**config.mk**
```make
export PLATFORM = sky130hd
export DESIGN_NAME = systolic_array_ws_flat
export DESIGN_NICKNAME = d
export VERILOG_FILES = /design/src/rtl/systolic_array_ws_if.sv /design/src/rtl/systolic_array_ws.sv /design/src/flat_wrapper.sv
export SDC_FILE = /design/constraint.sdc
export NUM_CORES = 1
export LEC_CHECK = 0
export BUFFER_PORTS_ARGS = -buffer_cell sky130_fd_sc_hd__buf_2
export CAP_MARGIN = 10
export CORE_ASPECT_RATIO = 1.25
export CORE_MARGIN = 4
export CORE_UTILIZATION = 55
export DETAILED_ROUTE_END_ITERATION = 6
export GPL_TIMING_DRIVEN = 0
export HOLD_SLACK_MARGIN = 0.08
export PLACE_DENSITY = 0.73
export SYNTH_ARGS = -nofsm -noshare
export SYNTH_HDL_FRONTEND = slang
export SYNTH_SLANG_ARGS = --single-unit
```
**constraint.sdc**
```tcl
create_clock -name clk -period 7.5 [get_ports clk]
set_clock_uncertainty 0.05 [all_clocks]
set_input_delay 1.5 -clock clk [delete_from_list [all_inputs] [get_ports clk]]
set_output_delay 1.5 -clock clk [all_outputs]
set_load 0.02 [all_outputs]
```
**src/rtl/systolic_array_ws_if.sv**
```systemverilog
// Handshake bundle for the weight-stationary systolic array: weight beats, activation
// vectors, result vectors and the busy flag.
interface systolic_array_ws_if #(
    parameter int unsigned ROWS   = 2,
    parameter int unsigned COLS   = 2,
    parameter int unsigned DATA_W = 8,
    parameter int unsigned ACC_W  = 24
);
    logic                     w_valid;
    logic [COLS*DATA_W-1:0]   w_data;
    logic                     w_ready;
    logic                     a_valid;
    logic [ROWS*DATA_W-1:0]   a_data;
    logic                     a_ready;
    logic                     out_valid;
    logic [COLS*ACC_W-1:0]    out_data;
    logic                     busy;

    modport master (
        output w_valid, w_data, a_valid, a_data,
        input  w_ready, a_ready, out_valid, out_data, busy
    );

    modport slave (
        input  w_valid, w_data, a_valid, a_data,
        output w_ready, a_ready, out_valid, out_data, busy
    );
endinterface

```
**src/rtl/systolic_array_ws.sv**
```systemverilog
// ROWS x COLS weight-stationary systolic array: weight-load sequencer, input skew,
// MAC grid with downward partial sums, output de-skew and a registered result vector.
module systolic_array_ws #(
    parameter int unsigned ROWS   = 2,
    parameter int unsigned COLS   = 2,
    parameter int unsigned DATA_W = 8,
    parameter int unsigned ACC_W  = 24,
    parameter int unsigned SIGNED = 0
) (
    input  logic               clk,
    input  logic               reset,
    systolic_array_ws_if.slave bus
);
    localparam int unsigned LAT = ROWS + COLS - 1;
    localparam int unsigned RCW = (ROWS > 1) ? $clog2(ROWS) : 1;
    localparam int unsigned IFW = $clog2(ROWS + COLS + 1);
    localparam int unsigned MW  = (ACC_W > 2 * DATA_W) ? ACC_W : 2 * DATA_W;

    typedef enum logic [1:0] {StIdle, StLoadW, StStream, StDrain} state_e;

    state_e                state_q, state_d;
    logic [RCW-1:0]        row_cnt_q, row_cnt_d;
    logic [IFW-1:0]        inflight_q, inflight_d;
    logic [DATA_W-1:0]     w_q   [ROWS][COLS];
    logic [DATA_W-1:0]     w_d   [ROWS][COLS];
    logic [DATA_W-1:0]     sk_q  [ROWS][ROWS];
    logic [DATA_W-1:0]     sk_d  [ROWS][ROWS];
    logic [DATA_W-1:0]     act_q [ROWS][COLS];
    logic [DATA_W-1:0]     act_d [ROWS][COLS];
    logic [ACC_W-1:0]      ps_q  [ROWS][COLS];
    logic [ACC_W-1:0]      ps_d  [ROWS][COLS];
    logic [ACC_W-1:0]      ds_q  [COLS][COLS];
    logic [ACC_W-1:0]      ds_d  [COLS][COLS];
    logic [LAT-1:0]        v_q, v_d;
    logic                  out_valid_q, out_valid_d;
    logic [COLS*ACC_W-1:0] out_data_q, out_data_d;
    logic [DATA_W-1:0]     a_in   [ROWS];
    logic [DATA_W-1:0]     a_left [ROWS][COLS];
    logic                  w_acc, a_acc;

    function automatic logic [ACC_W-1:0] mul_ext(input logic [DATA_W-1:0] a,
                                                 input logic [DATA_W-1:0] w);
        logic [2*DATA_W-1:0] p;
        logic [MW-1:0]       e;
        if (SIGNED != 0) begin
            p = (2 * DATA_W)'($signed(a)) * (2 * DATA_W)'($signed(w));
            e = MW'($signed(p));
        end else begin
            p = (2 * DATA_W)'(a) * (2 * DATA_W)'(w);
            e = MW'(p);
        end
        return e[ACC_W-1:0];
    endfunction

    assign w_acc = bus.w_valid & bus.w_ready;
    assign a_acc = bus.a_valid & bus.a_ready;

    // w_ready is gated by reset so nothing looks acceptable while reset is held.
    always_comb begin
        state_d     = state_q;
        row_cnt_d   = row_cnt_q;
        bus.w_ready = 1'b0;
        bus.a_ready = 1'b0;
        unique case (state_q)
            StIdle, StLoadW: begin
                bus.w_ready = reset;
                if (bus.w_valid) begin
                    if (row_cnt_q == RCW'(ROWS - 1)) begin
                        state_d   = StStream;
                        row_cnt_d = '0;
                    end else begin
                        state_d   = StLoadW;
                        row_cnt_d = row_cnt_q + 1'b1;
                    end
                end
            end
            StStream: begin
                bus.a_ready = 1'b1;
                if (bus.w_valid && !bus.a_valid) state_d = StDrain;
            end
            StDrain: begin
                if (inflight_q == '0) begin
                    state_d   = StLoadW;
                    row_cnt_d = '0;
                end
            end
            default: state_d = StIdle;
        endcase
    end

    always_comb begin
        w_d = w_q;
        if (w_acc) begin
            for (int unsigned c = 0; c < COLS; c++) begin
                w_d[row_cnt_q][c] = bus.w_data[c*DATA_W +: DATA_W];
            end
        end
        // Non-accepted cycles feed zeros so bubbles carry no stale activations.
        for (int unsigned r = 0; r < ROWS; r++) begin
            a_in[r] = a_acc ? bus.a_data[r*DATA_W +: DATA_W] : '0;
            for (int unsigned k = 0; k < ROWS; k++) begin
                if (k == 0) sk_d[r][k] = a_in[r];
                else        sk_d[r][k] = sk_q[r][k-1];
            end
        end
        for (int unsigned r = 0; r < ROWS; r++) begin
            for (int unsigned c = 0; c < COLS; c++) begin
                if (c != 0)      a_left[r][c] = act_q[r][c-1];
                else if (r == 0) a_left[r][c] = a_in[0];
                else             a_left[r][c] = sk_q[r][r-1];
                act_d[r][c] = a_left[r][c];
                if (r == 0) ps_d[r][c] = mul_ext(a_left[r][c], w_q[r][c]);
                else        ps_d[r][c] = ps_q[r-1][c] + mul_ext(a_left[r][c], w_q[r][c]);
            end
        end
    end

    always_comb begin
        for (int unsigned c = 0; c < COLS; c++) begin
            for (int unsigned k = 0; k < COLS; k++) begin
                if (k == 0) ds_d[c][k] = ps_q[ROWS-1][c];
                else        ds_d[c][k] = ds_q[c][k-1];
            end
        end
        v_d[0] = a_acc;
        for (int unsigned k = 1; k < LAT; k++) v_d[k] = v_q[k-1];
        out_valid_d = v_q[LAT-1];
        out_data_d  = out_data_q;
        if (v_q[LAT-1]) begin
            for (int unsigned c = 0; c < COLS; c++) begin
                if (c == COLS - 1) out_data_d[c*ACC_W +: ACC_W] = ps_q[ROWS-1][c];
                else               out_data_d[c*ACC_W +: ACC_W] = ds_q[c][COLS-2-c];
            end
        end
        unique case ({a_acc, out_valid_q})
            2'b10:   inflight_d = inflight_q + 1'b1;
            2'b01:   inflight_d = inflight_q - 1'b1;
            default: inflight_d = inflight_q;
        endcase
    end

    always_ff @(posedge clk or negedge reset) begin
        if (!reset) begin
            state_q     <= StIdle;
            row_cnt_q   <= '0;
            inflight_q  <= '0;
            w_q         <= '{default: '0};
            sk_q        <= '{default: '0};
            act_q       <= '{default: '0};
            ps_q        <= '{default: '0};
            ds_q        <= '{default: '0};
            v_q         <= '0;
            out_valid_q <= 1'b0;
            out_data_q  <= '0;
        end else begin
            state_q     <= state_d;
            row_cnt_q   <= row_cnt_d;
            inflight_q  <= inflight_d;
            w_q         <= w_d;
            sk_q        <= sk_d;
            act_q       <= act_d;
            ps_q        <= ps_d;
            ds_q        <= ds_d;
            v_q         <= v_d;
            out_valid_q <= out_valid_d;
            out_data_q  <= out_data_d;
        end
    end

    assign bus.out_valid = out_valid_q;
    assign bus.out_data  = out_data_q;
    assign bus.busy      = (state_q == StLoadW) || (state_q == StDrain) || (inflight_q != '0);
endmodule

```
**src/flat_wrapper.sv**
```systemverilog
// flat-port wrapper written by rule: the top's interface ports become plain ports
module systolic_array_ws_flat 
#(
    parameter int unsigned ROWS   = 2,
    parameter int unsigned COLS   = 2,
    parameter int unsigned DATA_W = 8,
    parameter int unsigned ACC_W  = 24,
    parameter int unsigned SIGNED = 0
)
  (clk, reset, bus_w_valid, bus_w_data, bus_a_valid, bus_a_data, bus_w_ready, bus_a_ready, bus_out_valid, bus_out_data, bus_busy);
  systolic_array_ws_if #(.ROWS(ROWS), .COLS(COLS), .DATA_W(DATA_W), .ACC_W(ACC_W)) bus_i ();
  input  logic clk;
  input  logic reset;
  input wire logic [$bits(bus_i.w_valid)-1:0] bus_w_valid;
  input wire logic [$bits(bus_i.w_data)-1:0] bus_w_data;
  input wire logic [$bits(bus_i.a_valid)-1:0] bus_a_valid;
  input wire logic [$bits(bus_i.a_data)-1:0] bus_a_data;
  output wire logic [$bits(bus_i.w_ready)-1:0] bus_w_ready;
  output wire logic [$bits(bus_i.a_ready)-1:0] bus_a_ready;
  output wire logic [$bits(bus_i.out_valid)-1:0] bus_out_valid;
  output wire logic [$bits(bus_i.out_data)-1:0] bus_out_data;
  output wire logic [$bits(bus_i.busy)-1:0] bus_busy;
  assign bus_i.w_valid = bus_w_valid;
  assign bus_i.w_data = bus_w_data;
  assign bus_i.a_valid = bus_a_valid;
  assign bus_i.a_data = bus_a_data;
  assign bus_w_ready = bus_i.w_ready;
  assign bus_a_ready = bus_i.a_ready;
  assign bus_out_valid = bus_i.out_valid;
  assign bus_out_data = bus_i.out_data;
  assign bus_busy = bus_i.busy;
  systolic_array_ws #(.ROWS(ROWS), .COLS(COLS), .DATA_W(DATA_W), .ACC_W(ACC_W), .SIGNED(SIGNED)) u_core (.clk(clk), .reset(reset), .bus(bus_i));
endmodule
```
=== Word-level counts from Yosys, hierarchy flattened ===
Index checks and enable logic that the tools add are counted.

* Input port bits: 36
* ROM bits: 0
* Output and inout bits: 52
* Memories kept: 0
* Bits in latches: 0
* Bits in registers: 218
* Bits in writable memories: 0

* Reductions and logical operators: 13
* Muxes and demuxes: 20
* Shifts and indexed selects: 0
* Magnitude comparators: 2
* Bitwise logic cells: 3
* Equal/unequal tests: 8
* $mul: 4
* Divide/modulo/power cells: 0
* $add $sub $neg: 5

{| class="wikitable"
|+ Operators by type and width
! operator !! number
|-
| $bwmux W32 || 2
|-
| $mul A8 B8 Y16 || 4
|-
| $add A16 B16 Y17 || 2
|-
| $demux W16 S1 || 2
|-
| $mux W8 || 3
|-
| $mux W16 || 1
|-
| $mux W2 || 4
|-
| $eq A2 B2 Y1 const B || 3
|-
| $pmux W2 S3 || 1
|-
| $pmux W3 S2 || 1
|-
| $reduce_and A3 Y1 || 2
|-
| $mux W1 || 5
|-
| $eq A2 B1 Y1 const B || 2
|-
| $ne A2 B1 Y1 const B || 2
|-
| $reduce_bool A2 Y1 || 2
|-
| $add A3 B1 Y3 const B || 1
|-
| $logic_not A3 Y1 || 1
|-
| $reduce_bool A3 Y1 || 1
|-
| $sub A3 B1 Y3 const B || 1
|-
| $and A1 B1 Y1 || 2
|-
| $ge A2 B2 Y1 const B || 1
|-
| $logic_and A1 B1 Y1 || 2
|-
| $logic_not A2 Y1 || 1
|-
| $logic_or A1 B1 Y1 || 2
|-
| 7 further kinds || 7
|}

=== Longest topological paths before layout ===
* Word-level depth: 7
* Mapped depth: 19

=== Least setup slack after synthesis ===
OpenSTA, ideal clock, no wires.

* Path kind: input-to-reg
* From: in bus_a_valid
* To: reg u_core.ps_q[84] (netlist name)
* Setup time: 0.080 ns
* Data arrival time: 5.142 ns
* Path buffers: 2
* Cell stages on the path: 16
* Path slack: 2.228 ns
* Data required time: 7.370 ns
* Path through: clkbuf_1 > and3_1 > buf_4 > and2_1 > fa_1 > fa_1 > fa_1 > inv_1 > fa_1 > inv_1 > ha_1 > o21ai_0 > a21oi_1 > a31o_2 > a21oi_1 > xnor2_1

{| class="wikitable"
|+ RTL lines
! what !! RTL line !! RTL
|-
| from (decl) || flat_wrapper.sv:16 || <nowiki>input wire logic [$bits(bus_i.a_valid)-1:0] bus_a_valid;</nowiki>
|-
| to (signal assigned) || systolic_array_ws.sv:162 || <nowiki>ps_q <= ps_d;</nowiki>
|-
| to (decl) || systolic_array_ws.sv:30 || <nowiki>logic [ACC_W-1:0] ps_q [ROWS][COLS];</nowiki>
|}

==> flow_metrics.py <==
metrics = {
    "run_status": {
        "status": "finished, final reports clean",
    },
    "synthesis": {
        "synth-xor-area-share_pct": 2.62,
        "synth_area_sq_um": 15100,
        "async_reset_ff_share_pct": 100,
        "yosys_warnings": 0,
        "synth.most_common_cell": "inv_1",
        "synthTopCellsByCount": "inv_1, dfrtp_1, fa_1",
        "synth_compound_area_share_pct": 4.98,
        "synthMuxAreaShare_pct": 5.00,
        "ys.flop_type": "dfrtp_1",
        "synth_top_family_by_area": "adder cells",
        "yosys-top-cells-area": "dfrtp_1, fa_1, ha_1",
        "synthAdderAreaFrac_pct": 35.3,
        "synth_edf_count": 0,
        "synth-simple-area-share_pct": 12.8,
        "yosysUniqueCellTypes": 58,
        "ys_ff_latch": 183,
        "synth_top_cell_area_share_pct": 30.4,
        "ys_seq_area_share_pct": 30.4,
        "netlist.top_cell.by_area": "dfrtp_1",
        "syn_avg_cell_area_sq_um": 10.6,
        "synthCells": 1425,
    },
    "clocking": {
        "clock-sinks": 183,
        "cts.path.max_buffers": 2,
        "htreeDepth": 4,
        "postCtsResizedCells": 0,
        "clk_pin_slew_worst_paths_ns": 0.07,
        "postCtsSetupBuffers": 0,
        "clockRootBuffer": "clkbuf_16",
        "cts_tree": "yes",
        "clk_latency_ns": 0.43,
        "cts_hold_buf": 0,
        "numCtsBuffers": 17,
    },
    "setup_path": {
        "crit_family": "adder cells",
        "worstPathMaxFanout": 10,
        "cp_cell_sequence": "buf_2 > clkbuf_1 > and3_1 > buf_4 > and2_1 > fa_1 > fa_1 > fa_1 > inv_1 > fa_1 > inv_1 > ha_1 > a21o_1 > a21oi_1 > o21ai_0 > nor4_1 > nand2_1 > o211a_1",
        "critical_path.max_stage_delay_ns": 0.51,
        "required_ns": 7.77,
        "r2r_cells": 17,
        "end_kind": "flop",
        "r2r_start": "u_core.state_q[1]$_DFFE_PN0P_",
        "cp-start-kind": "input pin",
        "crit_type": "input pin to flop",
        "startpoint": "bus_a_valid",
        "worstPathArrival_ns": 5.68,
        "r2r_slack_ns": 2.32,
        "cp_slowest_cell": "fa_1",
        "cp.buffers_inverters": 5,
        "reg2reg_to": "u_core.ps_q[84]$_DFF_PN0_",
        "crit_path_frequent_cell": "fa_1",
    },
    "grt": {
        "grt_pass1_wl_um": 45500,
        "grt_usage_pct": 18.5,
        "antenna_found_initial": 0,
        "grt_max_degree": 94,
        "grt_overflow": 0,
        "grt_pass1_vias": 9798,
    },
    "sta": {
        "rsz0062_at_grt": "false",
        "setup_viol": 0,
        "timing.final.ws_setup_ns": 2.09,
        "final.min_clock_period_ns": 5.41,
        "finalSetupTns_ns": 0,
        "fin_crit_sh_pct": 72.1,
        "maxSlewViolCount": 0,
        "hold_viol_final": 0,
        "max-slew-margin-rel_pct": 53.3,
        "tightest_slew_ns": 0.700,
        "max_freq_ghz": 0.185,
    },
    "floorplanning": {
        "fp-row-count": 67,
        "die_y_um": 193,
        "core_sq_um": 26900,
        "dieArea_sq_um": 30100,
        "start_util_pct": 55.9,
        "pin_count": 88,
        "die_x_um": 156,
    },
    "final_layout": {
        "stdcell_count": 1888,
        "drive_above_1_share_pct": 13.8,
        "areaGrowthSynthToFinish_pct": 9.69,
        "n_antenna_cell": 0,
        "fin_area_sq_um": 16500,
        "fin_nets": 1887,
        "utilization_pct": 61.4,
    },
    "detailed_routing": {
        "postRouteAntennaNets": 0,
        "drcViolationCount": 0,
        "vias_per_cell": 4.94,
        "first_iter_violations": 269,
        "wl_um": 26000,
        "firstDrtPassIters": 5,
        "num_vias": 9327,
        "drt-wirelength-per-cell_um": 13.8,
    },
    "power": {
        "power_leakage_nw": 9.03,
        "power_density_nw_per_um2": 227,
        "ir_worst_vdd_mv": 0.190,
    },
    "placement": {
        "post-place-ws_ns": 1.64,
        "port_buffers": 73,
        "gp_congestion": 0.836,
        "dp_cells": 1857,
        "place_area_sq_um": 15900,
        "dpl.hpwl_um": 21600,
    },
    "worst_hold_path": {
        "hold-path-endpoint": "u_core.ds_d[54]$_DFF_PN0_",
        "min_path_type": "flop to flop",
        "whs_path_depth": 0,
        "hp-start": "u_core.ds_d[78]$_DFF_PN0_",
    },
    "flow_run": {
        "cap_violations": 0,
    },
}
==> kinds of logic after synthesis <==
logic type / Yosys count
AO/OA/AOI/OAI: 104
XOR/XNOR: 45
adder cells (fa/ha/maj): 320
buffers and inverters: 337
flip-flops: 183
multiplexers: 67
other: 1
AND/OR/NAND/NOR: 368
==> cell type report <==
class / instances / area, sq um
buffer: 37 / 206
clock buffer: 18 / 429
clock inverter: 13 / 146
fill: 2235 / 10400
inverter: 300 / 1130
multi-input combinational: 918 / 9190
sequential: 183 / 4580
tap: 345 / 432
timing repair buffer: 74 / 403
==> metrics by stage <==
| stage | total power, mW | hold WS, ns |
|---|---|---|
| finish | 3.74 | 0.297 |
| global route | 4.05 | 0.302 |
| CTS | 3.79 | 0.300 |
| detailed placement | 2.90 | 0.285 |
| global placement | 2.85 | 0.283 |
| floorplan | 2.49 | 0.281 |
==> worst max-delay path by stage <==
stage,endpoint,cells past startpoint,slack (ns)
floorplan,u_core.ps_q[84]$_DFF_PN0_,16,2.23
global placement,bus_w_ready,3,0.72
detailed placement,u_core.ps_q[84]$_DFF_PN0_,17,1.64
CTS,u_core.ps_q[84]$_DFF_PN0_,17,2.09
global route,u_core.ps_q[85]$_DFF_PN0_,17,1.80
finish,u_core.ps_q[87]$_DFF_PN0_,18,2.09
==> cell usage in the layout, fill, tap and decap left out, types with 12 or more instances in the layout <==
master     netlist  final
xnor2_1         34     34
nand2_1        125    125
a21oi_1         29     29
clkbuf_16        0     17
clkbuf_1        13     14
o21ai_0         13     13
mux2_2          66     66
ha_1           145    145
buf_4           15     15
nor2b_1         12     12
conb_1           1     14
inv_1          300    300
a21o_1          12     12
fa_1           175    175
and2_1         154    154
dfrtp_1        183    183
buf_2            9     81
nor2_1          27     27
and3_1          19     19
==> metal layers <==
layer	wire length (um)	GRT usage [%]	up-vias
met5	0	0	-
met3	889	2.81	32
li1	-	-	4584
met1	11800	24.8	4571
met4	442	5.62	0
met2	12800	31.6	140
==> power by group <==
part / switching (mW) / internal [mW] / total (mW)
logic: 0.725 / 0.585 / 1.31
registers: 0.292 / 1.27 / 1.56
clock network: 0.376 / 0.493 / 0.869
total: 1.39 / 2.35 / 3.74
==> sequential cells by signal (all words and copies together), names as in the netlist <==
name / flops
u_core.bus.out_valid: 1
u_core.w_q: 32
u_core.a_left: 24
u_core.ps_q: 32
u_core.v_q: 3
u_core.state_q: 2
u_core.inflight_q: 3
u_core.row_cnt_q: 1
u_core.bus.out_data: 34
u_core.ds_d: 51
Power figures use the tool's default switching activity.
